$ cat src/rtl/inst_encoder_if.sv
// -----------------------------------------------------------------------------
// inst_encoder_pkg / inst_encoder_if
//
// Purpose:
//   Shared type definitions and the request/response bundle for the RV32I
//   instruction encoder used on the debug/program-loader path.
//
// Package inst_encoder_pkg:
//   encoding_type : selects the RV32I field layout (I/S/B/U). Any other value
//                   passes the immediate through unchanged as a raw word.
//
// Interface inst_encoder_if (modports master = requester, slave = encoder):
//   in_valid     master->slave  request valid
//   in_ready     slave->master  encoder can accept a request this cycle
//   encoding     master->slave  field layout select
//   opcode       master->slave  instruction[6:0]
//   funct3       master->slave  instruction[14:12] (unused for U)
//   rd           master->slave  destination register (I/U)
//   rs1          master->slave  source register 1 (I/S/B)
//   rs2          master->slave  source register 2 (S/B)
//   imm          master->slave  32-bit two's complement immediate
//   out_valid    slave->master  encoded word valid
//   out_ready    master->slave  downstream accepts the word
//   instruction  slave->master  encoded instruction word
//   range_error  slave->master  imm not representable in the selected layout
// -----------------------------------------------------------------------------
package inst_encoder_pkg;

  typedef enum logic [2:0] {
    I_TYPE   = 3'd0,
    S_TYPE   = 3'd1,
    B_TYPE   = 3'd2,
    U_TYPE   = 3'd3,
    RAW_TYPE = 3'd4,
    RSVD5    = 3'd5,
    RSVD6    = 3'd6,
    RSVD7    = 3'd7
  } encoding_type;

endpackage

interface inst_encoder_if;
  import inst_encoder_pkg::*;

  logic         in_valid;
  logic         in_ready;
  encoding_type encoding;
  logic [6:0]   opcode;
  logic [2:0]   funct3;
  logic [4:0]   rd;
  logic [4:0]   rs1;
  logic [4:0]   rs2;
  logic [31:0]  imm;
  logic         out_valid;
  logic         out_ready;
  logic [31:0]  instruction;
  logic         range_error;

  modport master (
    output in_valid, encoding, opcode, funct3, rd, rs1, rs2, imm, out_ready,
    input  in_ready, out_valid, instruction, range_error
  );

  modport slave (
    input  in_valid, encoding, opcode, funct3, rd, rs1, rs2, imm, out_ready,
    output in_ready, out_valid, instruction, range_error
  );

endinterface

$ cat src/rtl/inst_encoder.sv
// -----------------------------------------------------------------------------
// inst_encoder
//
// Purpose:
//   Packs an immediate plus register/opcode fields into a 32-bit RV32I
//   instruction word (I, S, B, U layouts; other encodings pass imm through).
//   Two registered stages with valid/ready flow control:
//     stage 1 : captures the request, range-checks the immediate and places
//               the immediate bits at their final instruction positions.
//     stage 2 : merges register/opcode fields and presents the word.
//   enc_count counts output handshakes and wraps at 2**COUNT_W.
//
// Ports:
//   clk        system clock, all state on the rising edge
//   reset_n    synchronous active-low reset
//   bus        inst_encoder_if.slave (request in, encoded word out)
//   enc_count  number of output handshakes since reset
//
// Parameters:
//   COUNT_W    width of enc_count
//
// Build option:
//   INST_ENCODER_DROP_ERR_EN - when defined, requests whose immediate fails the
//   range check are consumed but never presented; instead range_error pulses
//   for one cycle in the slot where the word would have left stage 2, and
//   enc_count does not advance for them.
// -----------------------------------------------------------------------------
module inst_encoder
  import inst_encoder_pkg::*;
#(
  parameter int COUNT_W = 16
) (
  input  logic               clk,
  input  logic               reset_n,
  inst_encoder_if.slave      bus,
  output logic [COUNT_W-1:0] enc_count
);

  // ---------------------------------------------------------------------------
  // Immediate helpers
  // ---------------------------------------------------------------------------

  // True when imm fits the signed range of the selected layout.
  function automatic logic imm_in_range(encoding_type enc, logic [31:0] imm);
    logic ok;
    ok = 1'b1;
    case (enc)
      I_TYPE, S_TYPE: ok = (&imm[31:11]) | ~(|imm[31:11]);
      // Branch offsets are 13-bit signed and always even.
      B_TYPE:         ok = ((&imm[31:12]) | ~(|imm[31:12])) & ~imm[0];
      // U immediates arrive pre-shifted; the low 12 bits cannot be encoded.
      U_TYPE:         ok = ~(|imm[11:0]);
      default:        ok = 1'b1;
    endcase
    return ok;
  endfunction

  // Immediate bits scattered to their final positions; all other bits zero so
  // stage 2 can simply OR in the register and opcode fields.
  function automatic logic [31:0] imm_place(encoding_type enc, logic [31:0] imm);
    logic [31:0] bits;
    bits = 32'h0;
    case (enc)
      I_TYPE:  bits = {imm[11:0], 20'h0};
      S_TYPE:  bits = {imm[11:5], 13'h0, imm[4:0], 7'h0};
      B_TYPE:  bits = {imm[12], imm[10:5], 13'h0, imm[4:1], imm[11], 7'h0};
      U_TYPE:  bits = {imm[31:12], 12'h0};
      default: bits = imm;
    endcase
    return bits;
  endfunction

  // ---------------------------------------------------------------------------
  // State
  // ---------------------------------------------------------------------------

  // Stage 1
  logic         s1_valid_q,    s1_valid_d;
  encoding_type s1_enc_q,      s1_enc_d;
  logic [6:0]   s1_opcode_q,   s1_opcode_d;
  logic [2:0]   s1_funct3_q,   s1_funct3_d;
  logic [4:0]   s1_rd_q,       s1_rd_d;
  logic [4:0]   s1_rs1_q,      s1_rs1_d;
  logic [4:0]   s1_rs2_q,      s1_rs2_d;
  logic [31:0]  s1_imm_bits_q, s1_imm_bits_d;
  logic         s1_err_q,      s1_err_d;

  // Stage 2
  logic         s2_valid_q,    s2_valid_d;
  logic [31:0]  s2_instr_q,    s2_instr_d;
  logic         s2_err_q,      s2_err_d;
  // Marks a slot occupied by a dropped (range-failing) request; only ever set
  // when the drop option is built in.
  logic         s2_drop_q,     s2_drop_d;

  logic [COUNT_W-1:0] count_q, count_d;

  // Flow control
  logic        s2_advance;
  logic        in_fire;
  logic        out_fire;
  logic [31:0] s1_word;

  // ---------------------------------------------------------------------------
  // Handshake
  // ---------------------------------------------------------------------------

  // A dropped slot never holds out_valid, so stage 2 always moves past it
  // the next cycle, which is what bounds the range_error pulse to one cycle.
  assign s2_advance   = ~s2_valid_q | bus.out_ready;
  assign bus.in_ready = ~s1_valid_q | s2_advance;
  assign in_fire      = bus.in_valid & bus.in_ready;
  assign out_fire     = s2_valid_q & bus.out_ready;

  // ---------------------------------------------------------------------------
  // Stage 1 next-state
  // ---------------------------------------------------------------------------
  // NOTE: every signal written in an always_comb gets a default first, so no
  // path leaves it unassigned and no latch is inferred.
  always_comb begin
    s1_valid_d    = s1_valid_q;
    s1_enc_d      = s1_enc_q;
    s1_opcode_d   = s1_opcode_q;
    s1_funct3_d   = s1_funct3_q;
    s1_rd_d       = s1_rd_q;
    s1_rs1_d      = s1_rs1_q;
    s1_rs2_d      = s1_rs2_q;
    s1_imm_bits_d = s1_imm_bits_q;
    s1_err_d      = s1_err_q;

    // in_ready already implies stage 1 is empty or draining this cycle.
    if (bus.in_ready) begin
      s1_valid_d = bus.in_valid;
    end

    if (in_fire) begin
      s1_enc_d      = bus.encoding;
      s1_opcode_d   = bus.opcode;
      s1_funct3_d   = bus.funct3;
      s1_rd_d       = bus.rd;
      s1_rs1_d      = bus.rs1;
      s1_rs2_d      = bus.rs2;
      s1_imm_bits_d = imm_place(bus.encoding, bus.imm);
      s1_err_d      = ~imm_in_range(bus.encoding, bus.imm);
    end
  end

  // ---------------------------------------------------------------------------
  // Stage 2 word assembly
  // ---------------------------------------------------------------------------
  always_comb begin
    s1_word = s1_imm_bits_q;
    case (s1_enc_q)
      I_TYPE:         s1_word = s1_imm_bits_q
                              | {12'h0, s1_rs1_q, s1_funct3_q, s1_rd_q, s1_opcode_q};
      S_TYPE, B_TYPE: s1_word = s1_imm_bits_q
                              | {7'h0, s1_rs2_q, s1_rs1_q, s1_funct3_q, 5'h0, s1_opcode_q};
      U_TYPE:         s1_word = s1_imm_bits_q | {20'h0, s1_rd_q, s1_opcode_q};
      default:        s1_word = s1_imm_bits_q;
    endcase
  end

  // ---------------------------------------------------------------------------
  // Stage 2 next-state and counter
  // ---------------------------------------------------------------------------
  always_comb begin
    s2_valid_d = s2_valid_q;
    s2_instr_d = s2_instr_q;
    s2_err_d   = s2_err_q;
    s2_drop_d  = s2_drop_q;

    if (s2_advance) begin
      s2_valid_d = s1_valid_q;
      s2_drop_d  = 1'b0;
      // Data only moves with a real request, so instruction keeps its last
      // value while the stage sits empty.
      if (s1_valid_q) begin
        s2_instr_d = s1_word;
        s2_err_d   = s1_err_q;
`ifdef INST_ENCODER_DROP_ERR_EN
        if (s1_err_q) begin
          s2_valid_d = 1'b0;
          s2_drop_d  = 1'b1;
        end
`endif
      end
    end

    count_d = count_q;
    if (out_fire) begin
      // Plain modular add gives the all-ones -> 0 wrap.
      count_d = count_q + COUNT_W'(1);
    end
  end

  // ---------------------------------------------------------------------------
  // Registers
  // ---------------------------------------------------------------------------
  // NOTE: sequential state is written with non-blocking assignments only, so
  // every flop samples the pre-edge value of its _d input.
  // NOTE: the datapath registers are reset as well as the valids because
  // instruction and range_error must read zero straight out of reset.
  always_ff @(posedge clk) begin
    if (!reset_n) begin
      s1_valid_q    <= 1'b0;
      s1_enc_q      <= I_TYPE;
      s1_opcode_q   <= '0;
      s1_funct3_q   <= '0;
      s1_rd_q       <= '0;
      s1_rs1_q      <= '0;
      s1_rs2_q      <= '0;
      s1_imm_bits_q <= '0;
      s1_err_q      <= 1'b0;
      s2_valid_q    <= 1'b0;
      s2_instr_q    <= '0;
      s2_err_q      <= 1'b0;
      s2_drop_q     <= 1'b0;
      count_q       <= '0;
    end else begin
      s1_valid_q    <= s1_valid_d;
      s1_enc_q      <= s1_enc_d;
      s1_opcode_q   <= s1_opcode_d;
      s1_funct3_q   <= s1_funct3_d;
      s1_rd_q       <= s1_rd_d;
      s1_rs1_q      <= s1_rs1_d;
      s1_rs2_q      <= s1_rs2_d;
      s1_imm_bits_q <= s1_imm_bits_d;
      s1_err_q      <= s1_err_d;
      s2_valid_q    <= s2_valid_d;
      s2_instr_q    <= s2_instr_d;
      s2_err_q      <= s2_err_d;
      s2_drop_q     <= s2_drop_d;
      count_q       <= count_d;
    end
  end

  // ---------------------------------------------------------------------------
  // Outputs
  // ---------------------------------------------------------------------------
  assign bus.out_valid   = s2_valid_q;
  assign bus.instruction = s2_instr_q;
  // range_error is only meaningful with out_valid, except for the one-cycle
  // pulse of a dropped slot.
  assign bus.range_error = (s2_valid_q & s2_err_q) | s2_drop_q;
  assign enc_count       = count_q;

endmodule

$ cat src/flat_wrapper.sv
// flat-port wrapper written by rule: the top's interface ports become plain ports
module inst_encoder_flat import inst_encoder_pkg::*;
#(
  parameter int COUNT_W = 16
)
  (clk, reset_n, enc_count, bus_in_valid, bus_encoding, bus_opcode, bus_funct3, bus_rd, bus_rs1, bus_rs2, bus_imm, bus_out_ready, bus_in_ready, bus_out_valid, bus_instruction, bus_range_error);
  inst_encoder_if bus_i ();
  input  logic clk;
  input  logic reset_n;
  output logic [COUNT_W-1:0] enc_count;
  input wire logic [$bits(bus_i.in_valid)-1:0] bus_in_valid;
  input wire logic [$bits(bus_i.encoding)-1:0] bus_encoding;
  input wire logic [$bits(bus_i.opcode)-1:0] bus_opcode;
  input wire logic [$bits(bus_i.funct3)-1:0] bus_funct3;
  input wire logic [$bits(bus_i.rd)-1:0] bus_rd;
  input wire logic [$bits(bus_i.rs1)-1:0] bus_rs1;
  input wire logic [$bits(bus_i.rs2)-1:0] bus_rs2;
  input wire logic [$bits(bus_i.imm)-1:0] bus_imm;
  input wire logic [$bits(bus_i.out_ready)-1:0] bus_out_ready;
  output wire logic [$bits(bus_i.in_ready)-1:0] bus_in_ready;
  output wire logic [$bits(bus_i.out_valid)-1:0] bus_out_valid;
  output wire logic [$bits(bus_i.instruction)-1:0] bus_instruction;
  output wire logic [$bits(bus_i.range_error)-1:0] bus_range_error;
  assign bus_i.in_valid = bus_in_valid;
  assign bus_i.encoding = bus_encoding;
  assign bus_i.opcode = bus_opcode;
  assign bus_i.funct3 = bus_funct3;
  assign bus_i.rd = bus_rd;
  assign bus_i.rs1 = bus_rs1;
  assign bus_i.rs2 = bus_rs2;
  assign bus_i.imm = bus_imm;
  assign bus_i.out_ready = bus_out_ready;
  assign bus_in_ready = bus_i.in_ready;
  assign bus_out_valid = bus_i.out_valid;
  assign bus_instruction = bus_i.instruction;
  assign bus_range_error = bus_i.range_error;
  inst_encoder #(.COUNT_W(COUNT_W)) u_core (.clk(clk), .reset_n(reset_n), .bus(bus_i), .enc_count(enc_count));
endmodule
$ cat config.mk
export PLATFORM = sky130hd
export DESIGN_NAME = inst_encoder_flat
export DESIGN_NICKNAME = d
export VERILOG_FILES = /design/src/rtl/inst_encoder_if.sv /design/src/rtl/inst_encoder.sv /design/src/flat_wrapper.sv
export SDC_FILE = /design/constraint.sdc
export NUM_CORES = 1
export LEC_CHECK = 0
export BUFFER_PORTS_ARGS = -buffer_cell sky130_fd_sc_hd__buf_2
export CORE_AREA = 5 5 160 131
export CTS_BUF_LIST = sky130_fd_sc_hd__clkbuf_2
export CTS_CLUSTER_SIZE = 25
export DETAILED_ROUTE_END_ITERATION = 12
export DIE_AREA = 0 0 165 136
export GPL_TIMING_DRIVEN = 0
export SLEW_MARGIN = 40
export SYNTH_ARGS = -nofsm -noshare
export SYNTH_HDL_FRONTEND = slang
export SYNTH_SLANG_ARGS = --single-unit
export TNS_END_PERCENT = 30
$ cat constraint.sdc
create_clock -name clk -period 3.9 [get_ports clk]
set_input_delay 0.78 -clock clk [delete_from_list [all_inputs] [get_ports clk]]
set_output_delay 0.78 -clock clk [all_outputs]
set_load 0.02 [all_outputs]
-- After elaboration in Yosys (flattened, before gate mapping)
Index checks and enable logic that the tools add are counted.
- bits in writable memories: 0
- bits in registers: 112
- bits in read-only memories: 0
- input port bits: 64
- bits in latches: 0
- output and inout port bits: 51
- word-level logic and storage cells: 52
- memories kept: 0
- $mul: 0
- $lt $le $gt $ge: 0
- reduce and logical (&&, ||, !) cells: 10
- div/mod/pow operators: 0
- multiplexer cells: 4
- $add $sub $neg: 1
- bitwise operators: 18
- equal/unequal tests: 6
- shift operators: 0
- operators with widths (cell ; count):
    32-bit case mux with 4 select lines ; 1
    32-bit case mux with 3 select lines ; 1
    32-bit by 12-bit OR with 32-bit output ; 1
    32-bit by 20-bit OR with 32-bit output ; 1
    32-bit by 25-bit OR with 32-bit output ; 1
    21-bit AND reduction ; 1
    21-bit OR reduction ; 1
    20-bit AND reduction ; 1
    20-bit OR reduction ; 1
    16-bit by 1-bit adder with 16-bit output, second input constant ; 1
    3-bit by 2-bit == test with 1-bit output, second input constant ; 4
    12-bit OR reduction ; 1
    1-bit NOT ; 7
    3-bit by 1-bit == test with 1-bit output, second input constant ; 2
    3-bit zero test ; 2
    1-bit AND ; 4
    1-bit OR ; 4
    2-bit OR reduction ; 2
    1-bit case mux with 3 select lines ; 1
    2-bit AND reduction ; 1
    1-bit two-way mux ; 1

-- Depth between registers and ports, before layout
- depth after elaboration: 7
- depth in mapped cells: 8
- depth with buffers taken out: 5

-- Least setup slack after synthesis
No wires, ideal clock.
- path kind: input port to flip-flop
- from: in bus_out_ready
- to: reg u_core.s1_imm_bits_q[10]
- arrival: 1.966 ns
- setup slack: 1.818 ns
- required time: 3.784 ns
- buffers on the path: 3
- cell stages on the path: 6
- setup time: 0.116 ns
- cell sequence: nand3b_1 and2_1 clkbuf_1 buf_2 buf_2 o211a_1
- cells in the longest elaborated chain, start to end: 3
- ends and longest elaborated chain (item ; RTL line ; RTL):
    start: declaration ; flat_wrapper.sv:19 ; input wire logic [$bits(bus_i.out_ready)-1:0] bus_out_ready;
    1-bit OR ; inst_encoder.sv:110 ; assign s2_advance = ~s2_valid_q | bus.out_ready;
    1-bit OR ; inst_encoder.sv:111 ; assign bus.in_ready = ~s1_valid_q | s2_advance;
    1-bit AND ; inst_encoder.sv:112 ; assign in_fire = bus.in_valid & bus.in_ready;
    end signal: assignment ; inst_encoder.sv:227 ; s1_imm_bits_q <= s1_imm_bits_d;
    end: declaration ; inst_encoder.sv:85 ; logic [31:0] s1_imm_bits_q, s1_imm_bits_d;
Every way passes these cells.
A chain may end at the register's enable or synchronous reset.

-- Worst setup path in the final report
- from: reg u_core.s2_valid_q (netlist: u_core.bus.out_valid)
- to: out bus_in_ready
- cells in the longest elaborated chain, start to end: 3
- ends and longest elaborated chain (item ; RTL line ; RTL):
    start: declaration ; inst_encoder.sv:89 ; logic s2_valid_q, s2_valid_d;
    start signal: assignment ; inst_encoder.sv:229 ; s2_valid_q <= s2_valid_d;
    1-bit NOT ; inst_encoder.sv:110 ;
    1-bit OR ; inst_encoder.sv:110 ;
    1-bit OR ; inst_encoder.sv:111 ;
    end: declaration ; flat_wrapper.sv:20 ; output wire logic [$bits(bus_i.in_ready)-1:0] bus_in_ready;
Every way passes these cells.

==> impl_results.md <==
- RSZ-0062 raised after global routing: no
- Crit Reg-Reg Endpoint: u_core.s1_imm_bits_q[20]
- Post-DP Area: 0.00561 sq mm
- Final Hold Fails: 0
- Die width: 165 um
- Power density over the cells: 363 mW/mm^2
- Final Skew: 0.0473 ns
- Worst path required time: around 3.1 ns
- Vias in the first global route: 4272
- Vias post-DR: 4409
- Hold depth: 3
- Clock Tree Root: clkbuf_2
- Setup crit end kind: output pin
- Gr ovfl total: 0
- Run status: completed
- Critical path type: reg2out
- Worst path max stage delay: 0.53 ns
- Hold Crit Endpoint: u_core.s1_rd_q[0]
- Initial antenna violation count: 8
- CTS Buf Count: 9
- Yosys Warn Count: 0
- Area occupied by multi-input gates: about 0.0023 sq mm
- Min-delay worst type: in2reg
- Max Root-Sink Buffers: 2
- Worst R2R Start: u_core.bus.out_valid
- Hold Crit Start: bus_rd[0]
- Hold Buf Count CTS: 0
- Worst-Margin Slew: around 0.76 ns
- Synthesized area per cell: 8.47 sq um
- Min Tclk post-route: 2.32 ns
- R2r worst-path depth: 5
- Post-CTS setup buffers: 0
- First-pass DRT Iterations: 6
- F_max: 0.432 GHz
- Max_cap viols: 0
- Fin crit share: 59.4%
- Worst setup SP type: flop
- Rows: 46
- Final count of pins violating max slew: 0
- FILL cells: around 2200
- Crit-path cells: nand3b_1 > buf_2
- Setup tns final: 0 ns
- Skew-Pair Late Insertion Delay: 0.65 ns
- Pleak: about 2.4 nW
- CORE AREA: 0.0193 sq mm
- Worst Path Buf+Inv: 1
- Worst-path maximum fanout: 8
- Largest net degree at the start of global routing: 21
- Post-DRT Antenna Nets: 0
- Die outline area: 0.0224 sq mm
- DRT Wirelength: 15.6 mm
- Wire length per cell: 16.3 um
- Register area share after synthesis: 47.5%
- Slowest CP cell: dfxtp_1
- Die H: 136 um
- First-pass GRT wire length: 23.9 mm
- PostCTS Resize Cnt: 0
- Storage cell area: 0.00224 sq mm
- Synth Instances: 557
- Yosys cell types: 36
- Detailed placer's ending HPWL: 12.1 mm
- Share of layout cells above drive strength 1: between 20% and 30%
- Cell family with most CP delay: flip-flops
- GRT Overall Usage: 13.9%
- I/O Buffers: 113
- Drt drc: 0
- Worst-path clk slew: 0.34 ns
- Post-Layout Inst Area: 0.00573 sq mm
- Area grow syn2layout: 21.5%
- CP arrival: 1.54 ns
- Starting density of the core: 24.4%
- Peak supply drop: between 0.1 and 0.15 mV
- Initial detailed-routing violation count: 292
- Final Hold Slack: 0.321 ns
- TritonCTS clock tree: yes
- RePlAce Congestion: 0.888
- Nets: roughly 750
- DR vias/cell: 4.63
- H-Tree Depth: 3
- Mapped Area: 0.00472 sq mm
- FF-to-FF setup slack: between 2 and 2.5 ns
- Setup-failing EPs final: 0
- Syn nets: 622
- Ports: approximately 120
- #FFs+latches synth: 112
- Clock sink count: roughly 110
- Max-slew headroom: around half
[cell usage in the layout (no fill, tap or decap), drive strengths merged, types with 14 or more instances in the layout]
cell	instances
inv	14
dfxtp	112
nand2	122
o211a	17
and2	19
a21boi	58
o21ai	22
nand3	20
a21oi	46
buf	129
clkbuf	34
[how the worst max path moves through the flow]
stage          cells after the start            startpoint                          to  slack [ns]
2_1_floorplan                      6         bus_out_ready    u_core.s1_imm_bits_q[10]        1.82
3_5_place_dp                       6         bus_out_ready  u_core.bus.instruction[22]        1.55
6_report                           2  u_core.bus.out_valid                bus_in_ready        1.58
5_1_grt                            2  u_core.bus.out_valid                bus_in_ready        1.39
4_1_cts                            2  u_core.bus.out_valid                bus_in_ready        1.51
3_3_place_gp                       6         bus_out_ready  u_core.bus.instruction[21]        1.58
[sequential cells by signal, summed over array words and instances (netlist names)]
signal / count
u_core.s1_valid_q: 1
u_core.enc_count: 16
u_core.bus.out_valid: 1
u_core.s1_opcode_q: 7
u_core.s1_rs2_q: 5
u_core.s1_imm_bits_q: 32
u_core.s1_rs1_q: 5
u_core.s1_enc_q: 3
u_core.s1_rd_q: 5
u_core.bus.instruction: 32
u_core.s1_err_q: 1
u_core.s1_funct3_q: 3
u_core.s2_err_q: 1
[power breakdown]
| group | total [mW] | switching, mW | internal (mW) |
|---|---|---|---|
| Clock | 0.525 | 0.421 | 0.104 |
| Sequential | 1.24 | 0.0325 | 1.21 |
| Combinational | 0.312 | 0.199 | 0.113 |
[metrics by stage]
| stage | std cells | worst slack [ns] | utilization (%) | total power [mW] |
|---|---|---|---|---|
| after floorplan | 557 | 1.82 | - | 1.43 |
| after global placement | 934 | 1.58 | 29.0 | 1.57 |
| after detailed placement | 934 | 1.55 | 29.0 | 1.57 |
| after CTS | 950 | 1.51 | 29.6 | 2.10 |
| after global routing | 952 | 1.39 | 29.6 | 2.19 |
| final | 952 | 1.58 | 29.6 | 2.08 |
[cell type report]
class	instances	area share (%)
clock inverter	6	1.07
tap	264	5.76
sequential	112	39.1
multi-input combinational	394	39.6
timing repair buffer	113	9.87
antenna	2	0.0873
inverter	11	0.721
clock buffer	10	0.873
buffer	40	2.90
[worst register-to-register path, delay by kind of cell, from the launching register on]
family	cells	cell delay, ns
compound gates	1	0.11
buf+inv	1	0.52
flops	1	0.53
simple gates	3	0.60
[layer usage]
layer	global-route usage, %	share of wire, %
met1	18.7	45
met2	21.0	44
met3	4.21	8.2
met4	5.17	2.3
met5	0	0.55
[Yosys cell counts]
master,instances,area [sq um]
inv_1,11,41.3
nor4_1,7,43.8
and2_1,19,119
nor2_1,10,37.5
o21ai_0,22,110
a21boi_0,58,435
o22a_1,2,17.5
buf_1,3,11.3
nor3b_1,5,37.5
nor4b_1,1,8.76
a21oi_1,46,230
nor4_2,1,12.5
a32o_1,1,10.0
clkbuf_1,24,90.1
or3_1,3,18.8
nand2b_1,3,18.8
dfxtp_1,112,2240
o311ai_0,6,52.6
o211a_1,17,170
a221oi_1,5,43.8
or4_4,1,11.3
o221ai_1,1,8.76
o211ai_1,4,30.0
xnor2_1,10,87.6
nand2_1,122,458
o22ai_1,1,6.26
ha_1,1,12.5
nand3_1,20,100
nand3b_1,3,22.5
nor3_1,6,30.0
and3_1,3,18.8
and4_1,1,8.76
nand4_1,10,62.6
and4b_1,1,10.0
xor2_1,4,35.0
buf_2,13,65.1
[kinds of logic after synthesis]
| group | Yosys count | synth area share, % |
|---|---|---|
| AO/OA/AOI/OAI | 163 | 23.6 |
| XOR/XNOR | 14 | 2.60 |
| adder cells (fa/ha/maj) | 1 | 0.265 |
| buffers and inverters | 51 | 4.40 |
| flip-flops | 112 | 47.5 |
| AND/OR/NAND/NOR | 216 | 21.6 |
(Power assumes the default switching activity.)
